==> src/rtl/traffic_phase_scheduler_pkg.sv <==
// Shared types for the intersection request scheduler: direction index,
// direction count and the one-hot scheduler state encoding.
package traffic_sched_pkg;

  localparam int unsigned N_DIR = 4;

  typedef logic [1:0] dir_t;

  typedef enum logic [2:0] {
    IDLE  = 3'b001,
    OFFER = 3'b010,
    SERVE = 3'b100
  } state_t;

  function automatic logic [N_DIR-1:0] dir_mask(input dir_t d);
    logic [N_DIR-1:0] m;
    m    = '0;
    m[d] = 1'b1;
    return m;
  endfunction

endpackage

==> src/rtl/traffic_phase_scheduler_rr_pick4.sv <==
// Round-robin picker: returns the first set request bit strictly after
// ptr, wrapping 3->0; ptr itself has the lowest priority.
module rr_pick4
  import traffic_sched_pkg::*;
(
  input  logic [N_DIR-1:0] req,
  input  logic [1:0]       ptr,
  output logic             found,
  output logic [1:0]       idx
);

  dir_t cand;

  // Scan from farthest to nearest offset so the nearest hit wins.
  always_comb begin
    found = 1'b0;
    idx   = ptr;
    cand  = ptr;
    for (int unsigned i = 0; i < N_DIR; i++) begin
      cand = ptr + dir_t'(N_DIR - i);
      if (req[cand]) begin
        found = 1'b1;
        idx   = cand;
      end
    end
  end

endmodule

==> src/rtl/traffic_phase_scheduler.sv <==
// Intersection request scheduler with ageing and starvation override.
// Optional emergency preemption is built when TRAFFIC_PREEMPT_EN is defined.
module traffic_phase_scheduler
  import traffic_sched_pkg::*;
#(
  parameter int unsigned WAIT_W   = 8,
  parameter int unsigned MAX_WAIT = 200
) (
  input  logic             clk,
  input  logic             rst_n,
  input  logic             tick,
  input  logic [N_DIR-1:0] req_i,
  input  logic             grant_ready_i,
  input  logic             phase_done_i,
`ifdef TRAFFIC_PREEMPT_EN
  input  logic             preempt_i,
  input  logic [1:0]       preempt_dir_i,
`endif
  output logic             grant_valid_o,
  output logic [1:0]       grant_dir_o,
  output logic             grant_urgent_o,
  output logic [N_DIR-1:0] pending_o,
  output logic             busy_o
);

  localparam logic [WAIT_W-1:0] URGENT_AGE = WAIT_W'(MAX_WAIT);
  localparam logic [WAIT_W-1:0] AGE_MAX    = '1;

  state_t            state;
  dir_t              last_dir;
  logic [N_DIR-1:0]  pending;
  logic [WAIT_W-1:0] age [N_DIR];
  logic [N_DIR-1:0]  urgent;
  logic [N_DIR-1:0]  clr_mask;
  logic              accept;
  logic              update_ptr;
  logic              u_found;
  logic              p_found;
  dir_t              u_idx;
  dir_t              p_idx;
  dir_t              sel_dir;
  logic              sel_urgent;

  assign accept    = (state == OFFER) && grant_ready_i;
  assign clr_mask  = accept ? dir_mask(grant_dir_o) : '0;
  assign pending_o = pending;

  always_comb begin
    urgent = '0;
    for (int unsigned d = 0; d < N_DIR; d++) begin
      urgent[d] = pending[d] && (age[d] >= URGENT_AGE);
    end
  end

  // Clearing on acceptance takes priority over a same-cycle request and tick.
  always_ff @(posedge clk or negedge rst_n) begin
    if (!rst_n) begin
      pending <= '0;
      for (int unsigned d = 0; d < N_DIR; d++) begin
        age[d] <= '0;
      end
    end else begin
      pending <= (pending | req_i) & ~clr_mask;
      for (int unsigned d = 0; d < N_DIR; d++) begin
        if (!pending[d] || clr_mask[d]) begin
          age[d] <= '0;
        end else if (tick && (age[d] != AGE_MAX)) begin
          age[d] <= age[d] + 1'b1;
        end
      end
    end
  end

  rr_pick4 u_pick_urgent (
    .req   (urgent),
    .ptr   (last_dir),
    .found (u_found),
    .idx   (u_idx)
  );

  rr_pick4 u_pick_pending (
    .req   (pending),
    .ptr   (last_dir),
    .found (p_found),
    .idx   (p_idx)
  );

  assign sel_dir    = u_found ? u_idx : p_idx;
  assign sel_urgent = u_found;

`ifdef TRAFFIC_PREEMPT_EN
  logic preempted;

  // An emergency grant must not disturb the round-robin position.
  assign update_ptr = !preempted;

  always_ff @(posedge clk or negedge rst_n) begin
    if (!rst_n) begin
      preempted <= 1'b0;
    end else if (state == IDLE) begin
      preempted <= preempt_i;
    end
  end
`else
  assign update_ptr = 1'b1;
`endif

  always_ff @(posedge clk or negedge rst_n) begin
    if (!rst_n) begin
      state          <= IDLE;
      last_dir       <= 2'd3;
      grant_valid_o  <= 1'b0;
      grant_dir_o    <= '0;
      grant_urgent_o <= 1'b0;
      busy_o         <= 1'b0;
    end else begin
      case (state)
        IDLE: begin
`ifdef TRAFFIC_PREEMPT_EN
          if (preempt_i) begin
            state          <= OFFER;
            grant_valid_o  <= 1'b1;
            grant_dir_o    <= preempt_dir_i;
            grant_urgent_o <= 1'b1;
          end else
`endif
          if (p_found) begin
            state          <= OFFER;
            grant_valid_o  <= 1'b1;
            grant_dir_o    <= sel_dir;
            grant_urgent_o <= sel_urgent;
          end
        end
        OFFER: begin
          if (grant_ready_i) begin
            state         <= SERVE;
            grant_valid_o <= 1'b0;
            busy_o        <= 1'b1;
            if (update_ptr) begin
              last_dir <= grant_dir_o;
            end
          end
        end
        SERVE: begin
          if (phase_done_i) begin
            state          <= IDLE;
            busy_o         <= 1'b0;
            grant_urgent_o <= 1'b0;
          end
        end
        default: begin
          state          <= IDLE;
          grant_valid_o  <= 1'b0;
          grant_urgent_o <= 1'b0;
          busy_o         <= 1'b0;
        end
      endcase
    end
  end

endmodule
==> config.mk <==
export PLATFORM = sky130hd
export DESIGN_NAME = traffic_phase_scheduler
export DESIGN_NICKNAME = d
export VERILOG_FILES = /design/src/rtl/traffic_phase_scheduler_pkg.sv /design/src/rtl/traffic_phase_scheduler_rr_pick4.sv /design/src/rtl/traffic_phase_scheduler.sv
export SDC_FILE = /design/constraint.sdc
export NUM_CORES = 1
export LEC_CHECK = 0
export CORE_MARGIN = 8
export CORE_UTILIZATION = 35
export DETAILED_ROUTE_END_ITERATION = 6
export GPL_TIMING_DRIVEN = 0
export SLEW_MARGIN = 5
export SYNTH_ARGS = -nofsm -noshare
export SYNTH_HDL_FRONTEND = slang
export SYNTH_SLANG_ARGS = --single-unit
==> constraint.sdc <==
create_clock -name clk -period 3.4 [get_ports clk]
set_input_delay 0.68 -clock clk [delete_from_list [all_inputs] [get_ports clk]]
set_output_delay 0.68 -clock clk [all_outputs]
set_load 0.01 [all_outputs]
== After elaboration in Yosys (flattened, before gate mapping) ==
Cells that the tools add are included.

* Register bits: 46
* Input bits: 9
* Output and inout bits: 9
* Logic and storage cells: 126

* Add/subtract/negate cells: 7
* Order comparisons: 10
* Equality and inequality tests: 10
* Mux-type cells: 54
* Bitwise gates (word level): 6
* Reductions and logical operators: 28

{| class="wikitable"
|+ Operators with widths
! operator !! count
|-
| two-way mux 8 bit || 8
|-
| adder 8 x 1 -> 8 bit, second input constant || 4
|-
| greater-or-equal comparator 8 bit, second input constant || 4
|-
| inequality test 8 bit, second input constant || 4
|-
| two-way mux 1 bit || 22
|-
| binary-select mux 1 bit (select 2 bit) || 8
|-
| less-than comparator 2 x 3 -> 1 bit, second input constant || 5
|-
| two-way mux 2 bit || 7
|-
| AND reduction 3 bit || 4
|-
| logical AND 1 bit || 10
|-
| two-way mux 3 bit || 3
|-
| case mux 1 bit (3 select lines) || 3
|-
| case mux 3 bit (3 select lines) || 1
|-
| nonzero test 2 bit || 4
|-
| inequality test 2 bit, second input constant || 3
|-
| adder 2 bit, second input constant || 2
|-
| AND 4 bit || 1
|-
| zero test 1 bit || 4
|-
| logical OR 1 bit || 4
|-
| two-way mux 4 bit || 1
|-
| NOT 4 bit || 1
|-
| OR 4 bit || 1
|-
| AND reduction 2 bit || 2
|-
| equality test 3 x 1 -> 1 bit, second input constant || 1
|-
| other kinds (6) || 8
|}

== Logic depth before layout (Yosys ltp) ==
Gate-level depths: netlist of the first run.

* Depth after elaboration: 10
* Gate-level depth with buffers: 7

== Cells and area by module ==
From an unflattened synthesis of the first run, not the netlist that was laid out.

* Cell total of the unflattened synthesis: 287
* Area total of the unflattened synthesis: 2606.2 um2

{| class="wikitable"
|+ By module, submodules not included
! module !! instances !! cells an instance !! area an instance (um2) !! seq. area each (um2)
|-
| traffic_phase_scheduler || 1 || 259 || 2441.1 || 1154.9
|-
| rr_pick4 || 2 || 14 || 82.6 || 0.0
|}

== Worst setup path before layout of the first run ==
OpenSTA, ideal clock, no wires.

* Path type: reg-to-reg
* Start: register age[3] in the netlist's numbering
* End: register grant_dir_o[0]
* Library setup time: 0.125 ns
* Data arrival time: 1.665 ns
* Required time: 3.275 ns
* Slack: 1.610 ns
* Stages on the path, launching flop included: 7
* Path buffers: 0
* Period minus slack after synthesis: 1.790 ns
* Path through: dfrtp_1 > or3_1 > o311ai_1 > or3b_1 > a32oi_1 > xor2_1 > o21ai_1

* Word-level cells in the longest chain between the ends: 9
* Elaborated cells between the ends (all ways): 18

{| class="wikitable"
|+ RTL lines
! element !! RTL line !! source
|-
| start, declared || traffic_phase_scheduler.sv:32 || <nowiki>logic [WAIT_W-1:0] age [N_DIR];</nowiki>
|-
| start signal, assigned by index || traffic_phase_scheduler.sv:68 || <nowiki>age[d] <= age[d] + 1'b1;</nowiki>
|-
| greater-or-equal comparator 8 bit (*) || traffic_phase_scheduler.sv:51 || <nowiki>urgent[d] = pending[d] && (age[d] >= URGENT_AGE);</nowiki>
|-
| logical AND 1 bit (*) || traffic_phase_scheduler.sv:51 ||
|-
| binary-select mux 1 bit (select 2 bit) || traffic_phase_scheduler_rr_pick4.sv:21 || <nowiki>if (req[cand]) begin</nowiki>
|-
| two-way mux 1 bit (not written as such) || traffic_phase_scheduler_rr_pick4.sv:21 ||
|-
| two-way mux 1 bit (4 in a row) || traffic_phase_scheduler_rr_pick4.sv:21 ||
|-
| two-way mux 2 bit (*) || traffic_phase_scheduler.sv:88 || <nowiki>assign sel_dir = u_found ? u_idx : p_idx;</nowiki>
|-
| end signal, assigned || traffic_phase_scheduler.sv:130 || <nowiki>grant_dir_o <= sel_dir;</nowiki>
|-
| end, declared || traffic_phase_scheduler.sv:20 || <nowiki>output logic [1:0] grant_dir_o,</nowiki>
|}

Every way passes the cells marked *; elsewhere a longest branch is shown, timed or not. The select of a mux whose other input is x is not followed.
A chain may end at the register's enable or synchronous reset.

== Final worst setup path of the first run ==
* Start: input tick
* End: register age[6] in the netlist's numbering

* Word-level cells in the longest chain between the ends: 2

{| class="wikitable"
|+ RTL lines
! element !! RTL line !! source
|-
| start, declared || traffic_phase_scheduler.sv:11 || <nowiki>input logic tick,</nowiki>
|-
| logical AND 1 bit || traffic_phase_scheduler.sv:67 || <nowiki>end else if (tick && (age[d] != AGE_MAX)) begin</nowiki>
|-
| nonzero test 2 bit (no line) || -- ||
|}

No other way between the ends.

==> results.yml, run 1 <==
clock_tree:
  cts.sinks: 46
  cts_root_buf: "clkbuf_8"
  cts_hold_buf: 0
  cts_tree: "built"
  clk_latency_ns: 0.30
  htree_num_levels: 2
  post_cts_buffers: 0
  clk_pin_slew_ns: 0.09
  cts_buffers: 5
  clock_path_buffers: 2
  cts_resized: 0
timing:
  layout_min_cycle_time_ns: 2.286
  worstMarginPinSlew_ns: 0.6515
  hold_viol_final: 0
  fin_setup_tns_ns: 0
  max_freq_mhz: 437.4
  setup_viol_count_final: 0
  period_share: 0.6724
  rsz0062_at_grt: "false"
  worst_clock_skew_ns: 0.007110
  final_max_slew_viol_count: 0
  relSlewSlack: 0.5631
cells_and_area:
  seqCellArea_sq_um: 1155
  multi_input_area_sq_um: 1303
  fill_cells: 718
  utilization: 0.4133
  area_growth_pct: 15.78
  finalNonFillerCells: 411
  drive_gt1_frac: 0.07051
  fin_nets: 328
  num_antenna_cells: 0
yosys:
  synth_seq_area_share: 0.4509
  syn-num-nets: 303
  synth_compound_area_frac: 0.1378
  ys_async_sr_fraction: 1.000
  synth_cells: 286
  synthFlopType: "dfrtp_1"
  synth_xor_xnor_area_share: 0.07181
  synth_edf_count: 0
  netlist_area_sq_um: 2561
  synth_mux_area_frac: 0.01661
  synthSimpleGateAreaFrac: 0.2433
  synth_seq_cells: 46
  ys_warn_count: 0
  yosys.cell_types.count: 49
  synthAdderAreaFrac: 0.03908
  synth_top_family_by_area: "simple AND/OR/NAND/NOR gates"
  avgSynthCellArea_sq_um: 8.955
setup_path:
  crit_family: "buffers and inverters"
  worst-path-buf-inv: 2
  crit_start: "tick"
  crit_path_start_kind: "input port"
  path_class: "input port to flop"
  r2r_start: "state[0]"
  crit_required_ns: 3.58
  slowest_stage: "clkdlybuf4s50_1"
  slowest_delay_ns: 0.47
  worstPathArrival_ns: 2.47
  worst_path_most_repeated_cell: "nor2_1"
  path_max_fanout: 10
  cp_cell_sequence: "clkdlybuf4s50_1 -> clkbuf_1 -> o21ai_1 -> nor2_1 -> and4_2 -> xnor2_1 -> nor2_1"
  critical_path.endpoint_type: "flop"
floorplan:
  die_w_um: 101.5
  design.die.area_sq_um: 10310
  initial_core_util: 0.3569
  dieHeight_um: 101.5
  boundaryPins: 18
  rows: 31
  core_area_sq_um: 7176
place:
  dp_cells: 403
  dpl.hpwl_um: 3932
  io_buffers: 17
  gp_congestion: 0.8171
global_routing:
  grt_pass1_vias: 2023
  antenna_found_initial: 0
  grt_pass1_wl_um: 9618
  track_usage: 0.1164
  grt_overflow: 0
  grt_max_degree: 34
detailed_routing:
  wirelength_um: 5458
  drt_pre_antenna_iters: 4
  vias: 2102
  via_per_inst: 5.114
  wl_per_cell_um: 13.28
  first_iter_violations: 148
  ant_nets: 0
  drc: 0
power:
  ir_worst_vdd_v: 0.0002891
  power.leakage_nw: 1.268
  power_density_nw_per_um2: 724.7
min_path:
  hp-class: "input port to asynchronous set/reset pin"
outcome:
  status: "finished clean"
job:
  cap_violations: 0
## per-layer routing
layer / track usage / routed length [um] / vias up
li1: - / - / 1054
met1: 0.1545 / 2716 / 1005
met2: 0.1781 / 2376 / 37
met3: 0.02955 / 289 / 6
met4: 0.04124 / 76 / 0
met5: 0 / 0 / -
## final timing paths
check,end,slack (ns),cells after the start
max,age[6],1.11,7
min,busy_o,0.27,1
max reg2reg,age[27],1.39,5
min reg2reg,age[18],0.54,1
max in group asynchronous,last_dir[0],2.58,2
min in group clk,age[18],0.54,1
## cell usage after synthesis (all sizes together), types with 2 or more instances
| master | count | share of area |
|---|---|---|
| nand2 | 26 | 0.038 |
| a31oi | 4 | 0.0098 |
| dfstp | 3 | 0.031 |
| or4 | 2 | 0.0059 |
| clkbuf | 6 | 0.0093 |
| a211oi | 2 | 0.0059 |
| xnor2 | 10 | 0.034 |
| o21ai | 13 | 0.025 |
| nor2b | 2 | 0.0049 |
| buf | 2 | 0.0063 |
| nand4 | 8 | 0.020 |
| mux2 | 2 | 0.0088 |
| dfrtp | 43 | 0.42 |
| ha | 8 | 0.039 |
| nand3 | 17 | 0.033 |
| nor3 | 12 | 0.023 |
| o21a | 3 | 0.0088 |
| o32a | 2 | 0.0078 |
| o22ai | 6 | 0.015 |
| a21oi | 12 | 0.023 |
| inv | 17 | 0.025 |
| nor2 | 40 | 0.059 |
| mux2i | 2 | 0.0078 |
| and4 | 3 | 0.011 |
| or3 | 3 | 0.0073 |
| xor2 | 11 | 0.038 |
| nand2b | 5 | 0.012 |
| and3 | 4 | 0.0098 |
| a41oi | 2 | 0.0068 |
## cell usage in the layout, fill, tap and decap left out, types with 2 or more instances in the layout
cell type        count
clkbuf_1             5
and3_1               4
a31oi_1              4
xor2_1              11
o21ai_1              3
nor2_1              40
nand4_1              8
o22ai_1              6
ha_1                 8
dfstp_2              3
nand2_1             26
o32a_1               2
and4_1               2
mux2_2               2
xnor2_1             10
clkdlybuf4s50_1     16
or3_1                3
a211oi_1             2
nand3_1             17
nor3_1              12
mux2i_1              2
inv_1               17
buf_2                2
dfrtp_1             43
a21oi_1             12
nor2b_1              2
clkbuf_8             6
o21ai_0             10
or4_1                2
nand2b_1             5
o21a_1               3
a41oi_1              2
## registers in the layout, indices dropped and copies added, names as in the netlist
name,flops
grant_valid_o,1
age,32
grant_dir_o,2
state,3
grant_urgent_o,1
pending_o,4
busy_o,1
last_dir,2
## through the flow
stage	hold WS (ns)	setup slack, ns	total power, mW	instance area, sq um
2_1_floorplan	0.3844	1.610	1.539	2561
3_3_place_gp	0.5169	0.2862	1.776	2855
3_5_place_dp	0.5239	0.7855	1.805	2870
4_1_cts	0.2705	1.109	2.172	2965
5_1_grt	0.2793	0.9342	2.344	2965
6_report	0.2658	1.114	2.149	2965
## report_power, final
group	total (mW)	internal (mW)	switching [mW]	leakage, nW
clock network	0.357	0.164	0.193	0.0472
logic	0.850	0.378	0.472	0.646
registers	0.942	0.742	0.200	0.575
## layout make-up
class	count	area share
buffer	8	0.01350
clock buffer	6	0.02785
clock inverter	2	0.004219
inverter	17	0.02152
multi-input combinational	215	0.4392
sequential	46	0.3895
tap	99	0.04177
timing repair buffer	18	0.06245
## kinds of logic after synthesis
| group | after synthesis |
|---|---|
| adder cells (fa/ha/maj) | 8 |
| buffers and inverters | 25 |
| flip-flops | 46 |
| AO/OA/AOI/OAI | 54 |
| multiplexers | 4 |
| AND/OR/NAND/NOR | 128 |
| XOR/XNOR | 21 |
Power figures use the tool's default switching activity.
==> inputs of run 2 (changes only) <==
==> constraint.sdc (replaced) <==
create_clock -name clk -period 1.8 [get_ports clk]
set_input_delay 0.36 -clock clk [delete_from_list [all_inputs] [get_ports clk]]
set_output_delay 0.36 -clock clk [all_outputs]
set_load 0.01 [all_outputs]
==> run 2 against run 1 <==
Net effect:
- the flow now finishes with violations (setup timing)
- final area grew 6.3%
- critical path depth is 1 lower
- critical endpoint is now grant_dir_o[0]
- flip-flop and latch count is the same
- worst setup slack got worse by 1.2 ns
- hold slack gained 0.22 ns
- cell count rose by 1.5%
- non-clock buffer count grew 6
- routed wire length is 3.3% higher
==> results.yml, run 2 (synthesis gave the netlist of run 1 again) <==
outcome:
  status: "complete, but fails checks"
  violations: "setup timing"
detailed_routing:
  vias: 2131
  wl_per_cell_um: 13.52
  wirelength_um: 5637
  ant_nets: 0
  drt_pre_antenna_iters: 4
  via_per_inst: 5.110
  first_iter_violations: 116
  drc: 0
timing:
  fin_ws_ns: -0.06967
  fin_setup_tns_ns: -0.06967
  hold_viol_final: 0
  rsz0062_at_grt: "true"
  period_share: 1.039
  worst_clock_skew_ns: 0.007258
  holdWs_ns: 0.4823
  relSlewSlack: 0.6908
  final_max_slew_viol_count: 0
  setup_viol_count_final: 1
  worstMarginPinSlew_ns: 0.4638
  layout_min_cycle_time_ns: 1.870
  max_freq_mhz: 534.9
global_routing:
  antenna_found_initial: 0
  grt_pass1_vias: 2084
  grt_overflow: 0
  track_usage: 0.1188
  grt_pass1_wl_um: 9832
  grt_max_degree: 34
job:
  cap_violations: 0
clock_tree:
  cts_root_buf: "clkbuf_8"
  clk_pin_slew_ns: 0.09
  clock_path_buffers: 2
  cts_tree: "built"
  cts_buffers: 5
  htree_num_levels: 2
  clk_latency_ns: 0.30
  cts.sinks: 46
floorplan:
  die_w_um: 101.5
  boundaryPins: 18
  design.die.area_sq_um: 10310
  rows: 31
  initial_core_util: 0.3569
  core_area_sq_um: 7176
  dieHeight_um: 101.5
cells_and_area:
  area_growth_pct: 23.11
  largest_reg_flops: 32
  drive_gt1_frac: 0.1541
  num_antenna_cells: 0
  final_cell_mix: "dfrtp_1, nor2_1, nand2_1"
  largest-register: "age"
  fin_nets: 334
  final_common_cell: "dfrtp_1"
  utilization: 0.4394
setup_path:
  crit_family: "simple AND/OR/NAND/NOR gates"
  slowest_delay_ns: 0.45
  cp_cell_sequence: "or3_4 -> o311ai_2 -> or3b_1 -> a32oi_1 -> xor2_1 -> o21ai_1"
  worst-path-buf-inv: 0
  slowest_stage: "dfrtp_2"
  path_class: "flop to flop"
  path_max_fanout: 6
  worstPathArrival_ns: 2.06
  crit_path_start_kind: "flop"
  crit_required_ns: 1.99
  critical_path.endpoint_type: "flop"
power:
  totalPowerFinal_mw: 4.305
  ir_worst_vdd_v: 0.0005656
  power_density_nw_per_um2: 1365
  power.leakage_nw: 1.326
place:
  gp_congestion: 0.8171
  dpl.hpwl_um: 3932
  pre_cts_slack_ns: -0.4945
  io_buffers: 17
min_path:
  hp-class: "input port to asynchronous set/reset pin"
-- run 2: cell types whose count changed in the layout (fill, tap and decap cells not counted), sizes merged --
cell,change
buf,+8
clkbuf,-3
dlygate4sd3,+1
-- run 2: timing repair --
item / 4_1_cts / 5_1_grt
hold endpoints to repair: 13 / 0
setup endpoints to repair: 31 / 18
setup buffers: 6 / 1
pin swaps: 5 / 2
gates resized for setup: 22 / 10
hold buffers: 1 / 0
-- run 2: final cells by class --
type / count / area (sq um)
fill: 704 / 4023
multi-input combinational: 215 / 1401
sequential: 46 / 1159
timing repair buffer: 26 / 260.3
tap: 99 / 123.9
clock buffer: 6 / 82.58
inverter: 17 / 63.81
buffer: 6 / 50.05
clock inverter: 2 / 12.51
-- run 2: worst reg2reg max path: cells and delay by family (launching register included) --
kind,cells,cell delay (ns)
flip-flops,1,0.45
AO/OA/AOI/OAI,3,0.36
AND/OR/NAND/NOR,2,0.77
XOR/XNOR,1,0.18
-- run 2: per-stage QoR --
stage | instance area (sq um) | std cells
finish | 3153 | 417
global route | 3153 | 417
floorplan | 2561 | 286
global placement | 2855 | 402
CTS | 3113 | 417
detailed placement | 2870 | 403
-- run 2: worst paths after layout --
| path | endpoint | slack (ns) | cells past startpoint | startpoint |
|---|---|---|---|---|
| worst max-delay path | grant_dir_o[0] | -0.07 | 6 | age[4] |
| worst min-delay path | busy_o | 0.48 | 2 | rst_n |
| worst max register to register | grant_dir_o[0] | -0.07 | 6 | age[4] |
| worst min register to register | age[18] | 0.54 | 1 | age[18] |
| max in group asynchronous | last_dir[0] | 0.77 | 3 | rst_n |
| min in group clk | age[18] | 0.54 | 1 | age[18] |
-- run 2: metal layers --
layer	part of all wire	GRT usage	wire length, um	up-vias
li1	-	-	-	1073
met1	0.49	0.1587	2762	1018
met2	0.45	0.1806	2514	34
met3	0.050	0.02955	283	6
met4	0.013	0.04353	76	0
met5	0	0	0	-
-- run 2: where the power goes --
part	switching, mW	internal, mW
Sequential	0.428	1.41
Combinational	0.944	0.843
Clock	0.371	0.309
Total	1.74	2.56
==> inputs of run 3 (changes only) <==
--- a/config.mk
+++ b/config.mk
@@ -6,9 +6,10 @@
 export NUM_CORES = 1
 export LEC_CHECK = 0
 export CORE_MARGIN = 8
-export CORE_UTILIZATION = 35
+export CORE_UTILIZATION = 50
 export DETAILED_ROUTE_END_ITERATION = 6
 export GPL_TIMING_DRIVEN = 0
+export PLACE_DENSITY = 0.72
 export SLEW_MARGIN = 5
 export SYNTH_ARGS = -nofsm -noshare
 export SYNTH_HDL_FRONTEND = slang
==> run 3 against run 2 <==
Net effect:
- the flow still finishes with violations (setup timing)
- final area decreased by 3.2%
- core utilization is 17 points higher
- die area fell by 26%
- routed wire length is 5.8% lower
- critical endpoint unchanged
- critical path type unchanged
- non-clock buffer count down 3
==> results.yml, run 3 (synthesis gave the netlist of run 1 again) <==
outcome:
  status: "complete, but fails checks"
  violations: "setup timing"
timing:
  setup_viol_count_final: 3
  hold_viol_final: 0
  worstMarginPinSlew_ns: 0.4910
  worst_clock_skew_ns: 0.004246
  fin_ws_ns: -0.1038
  final_max_slew_viol_count: 0
  layout_min_cycle_time_ns: 1.904
  relSlewSlack: 0.6726
  period_share: 1.058
  max_freq_mhz: 525.3
  rsz0062_at_grt: "true"
  fin_setup_tns_ns: -0.1358
global_routing:
  antenna_found_initial: 0
  grt_pass1_vias: 2017
  grt_overflow: 0
  grt_pass1_wl_um: 9211
  grt_max_degree: 28
  track_usage: 0.1498
setup_path:
  critical_path.endpoint_type: "flop"
  crit_path_start_kind: "flop"
  worstPathArrival_ns: 2.09
  crit_required_ns: 1.98
  path_class: "flop to flop"
  path_max_fanout: 4
detailed_routing:
  first_iter_violations: 111
  wl_per_cell_um: 13.79
  via_per_inst: 5.538
  drc: 0
  vias: 2132
  drt_pre_antenna_iters: 4
  ant_nets: 0
  wirelength_um: 5311
clock_tree:
  cts.sinks: 46
  htree_num_levels: 2
  cts_buffers: 5
  cts_hold_buf: 0
  clk_latency_ns: 0.29
  cts_tree: "built"
  clock_path_buffers: 2
  clk_pin_slew_ns: 0.08
  cts_root_buf: "clkbuf_8"
power:
  totalPowerFinal_mw: 4.221
  power.leakage_nw: 1.314
  power_density_nw_per_um2: 1383
  ir_worst_vdd_v: 0.0007263
floorplan:
  initial_core_util: 0.5112
  die_w_um: 87.57
  boundaryPins: 18
  design.die.area_sq_um: 7669
  rows: 26
  dieHeight_um: 87.57
  core_area_sq_um: 5010
cells_and_area:
  utilization: 0.6094
  fill_cells: 466
  largest-register: "age"
  fin_area_sq_um: 3053
  final_common_cell: "dfrtp_1"
  drive_gt1_frac: 0.1333
  largest_reg_flops: 32
  fin_nets: 331
  multi_input_area_sq_um: 1376
  seqCellArea_sq_um: 1159
  final_cell_mix: "dfrtp_1, nor2_1, nand2_1"
  num_antenna_cells: 0
  area_growth_pct: 19.20
place:
  place_area_sq_um: 2834
  gp_congestion: 0.8620
  dpl.hpwl_um: 3682
  io_buffers: 17
job:
  cap_violations: 0
min_path:
  hp-class: "input port to asynchronous set/reset pin"
==> run 3: timing repair <==
action | CTS | global route
resized for setup | 15 | 8
gates cloned | 0 | 0
setup buffers | 4 | 1
endpoints found under the setup margin | 31 | 16
pin swaps | 4 | 0
==> run 3: metrics by stage <==
step / worst slack (ns) / cells / hold WS, ns
final: -0.1038 / 385 / 0.01055
after global placement: -0.9204 / 373 / 0.5235
after floorplan: 0.01031 / 286 / 0.06441
after global routing: -0.2076 / 385 / 0.03914
after CTS: -0.05137 / 384 / 0.02523
after detailed placement: -0.4664 / 374 / 0.3475
==> run 3: final timing paths <==
check / start / endpoint / slack (ns) / cells after the start
max: age[3] / grant_dir_o[0] / -0.10 / 6
min: rst_n / state[2] / 0.01 / 1
max reg2reg: age[3] / grant_dir_o[0] / -0.10 / 6
min reg2reg: age[18] / age[18] / 0.54 / 1
max in group asynchronous: rst_n / last_dir[0] / 1.21 / 2
min in group clk: age[18] / age[18] / 0.54 / 1
==> run 3: final cells by class <==
| class | count | area share |
|---|---|---|
| clock inverter | 1 | 0.001639 |
| sequential | 46 | 0.3795 |
| multi-input combinational | 215 | 0.4508 |
| tap | 70 | 0.02869 |
| inverter | 17 | 0.02090 |
| buffer | 6 | 0.01311 |
| timing repair buffer | 23 | 0.07705 |
| clock buffer | 7 | 0.02828 |
==> run 3: worst max-delay path, stage by stage, from the launching register on <==
cell      delay [ns]
dfrtp_2         0.43
or3_4           0.39
o311ai_1        0.11
or3b_1          0.40
a32oi_1         0.22
xor2_1          0.17
o21ai_1         0.07
==> run 3: layer usage <==
layer / GRT usage / vias to the layer above / wire, um
met3: 0.02908 / 8 / 232
li1: - / 1065 / -
met1: 0.1872 / 1021 / 2396
met4: 0.05156 / 0 / 76
met5: 0 / - / 0
met2: 0.2514 / 38 / 2606
==> run 3: where the power goes <==
group	switching (mW)	internal [mW]
sequential	0.425	1.41
combinational	0.921	0.824
clock	0.333	0.310
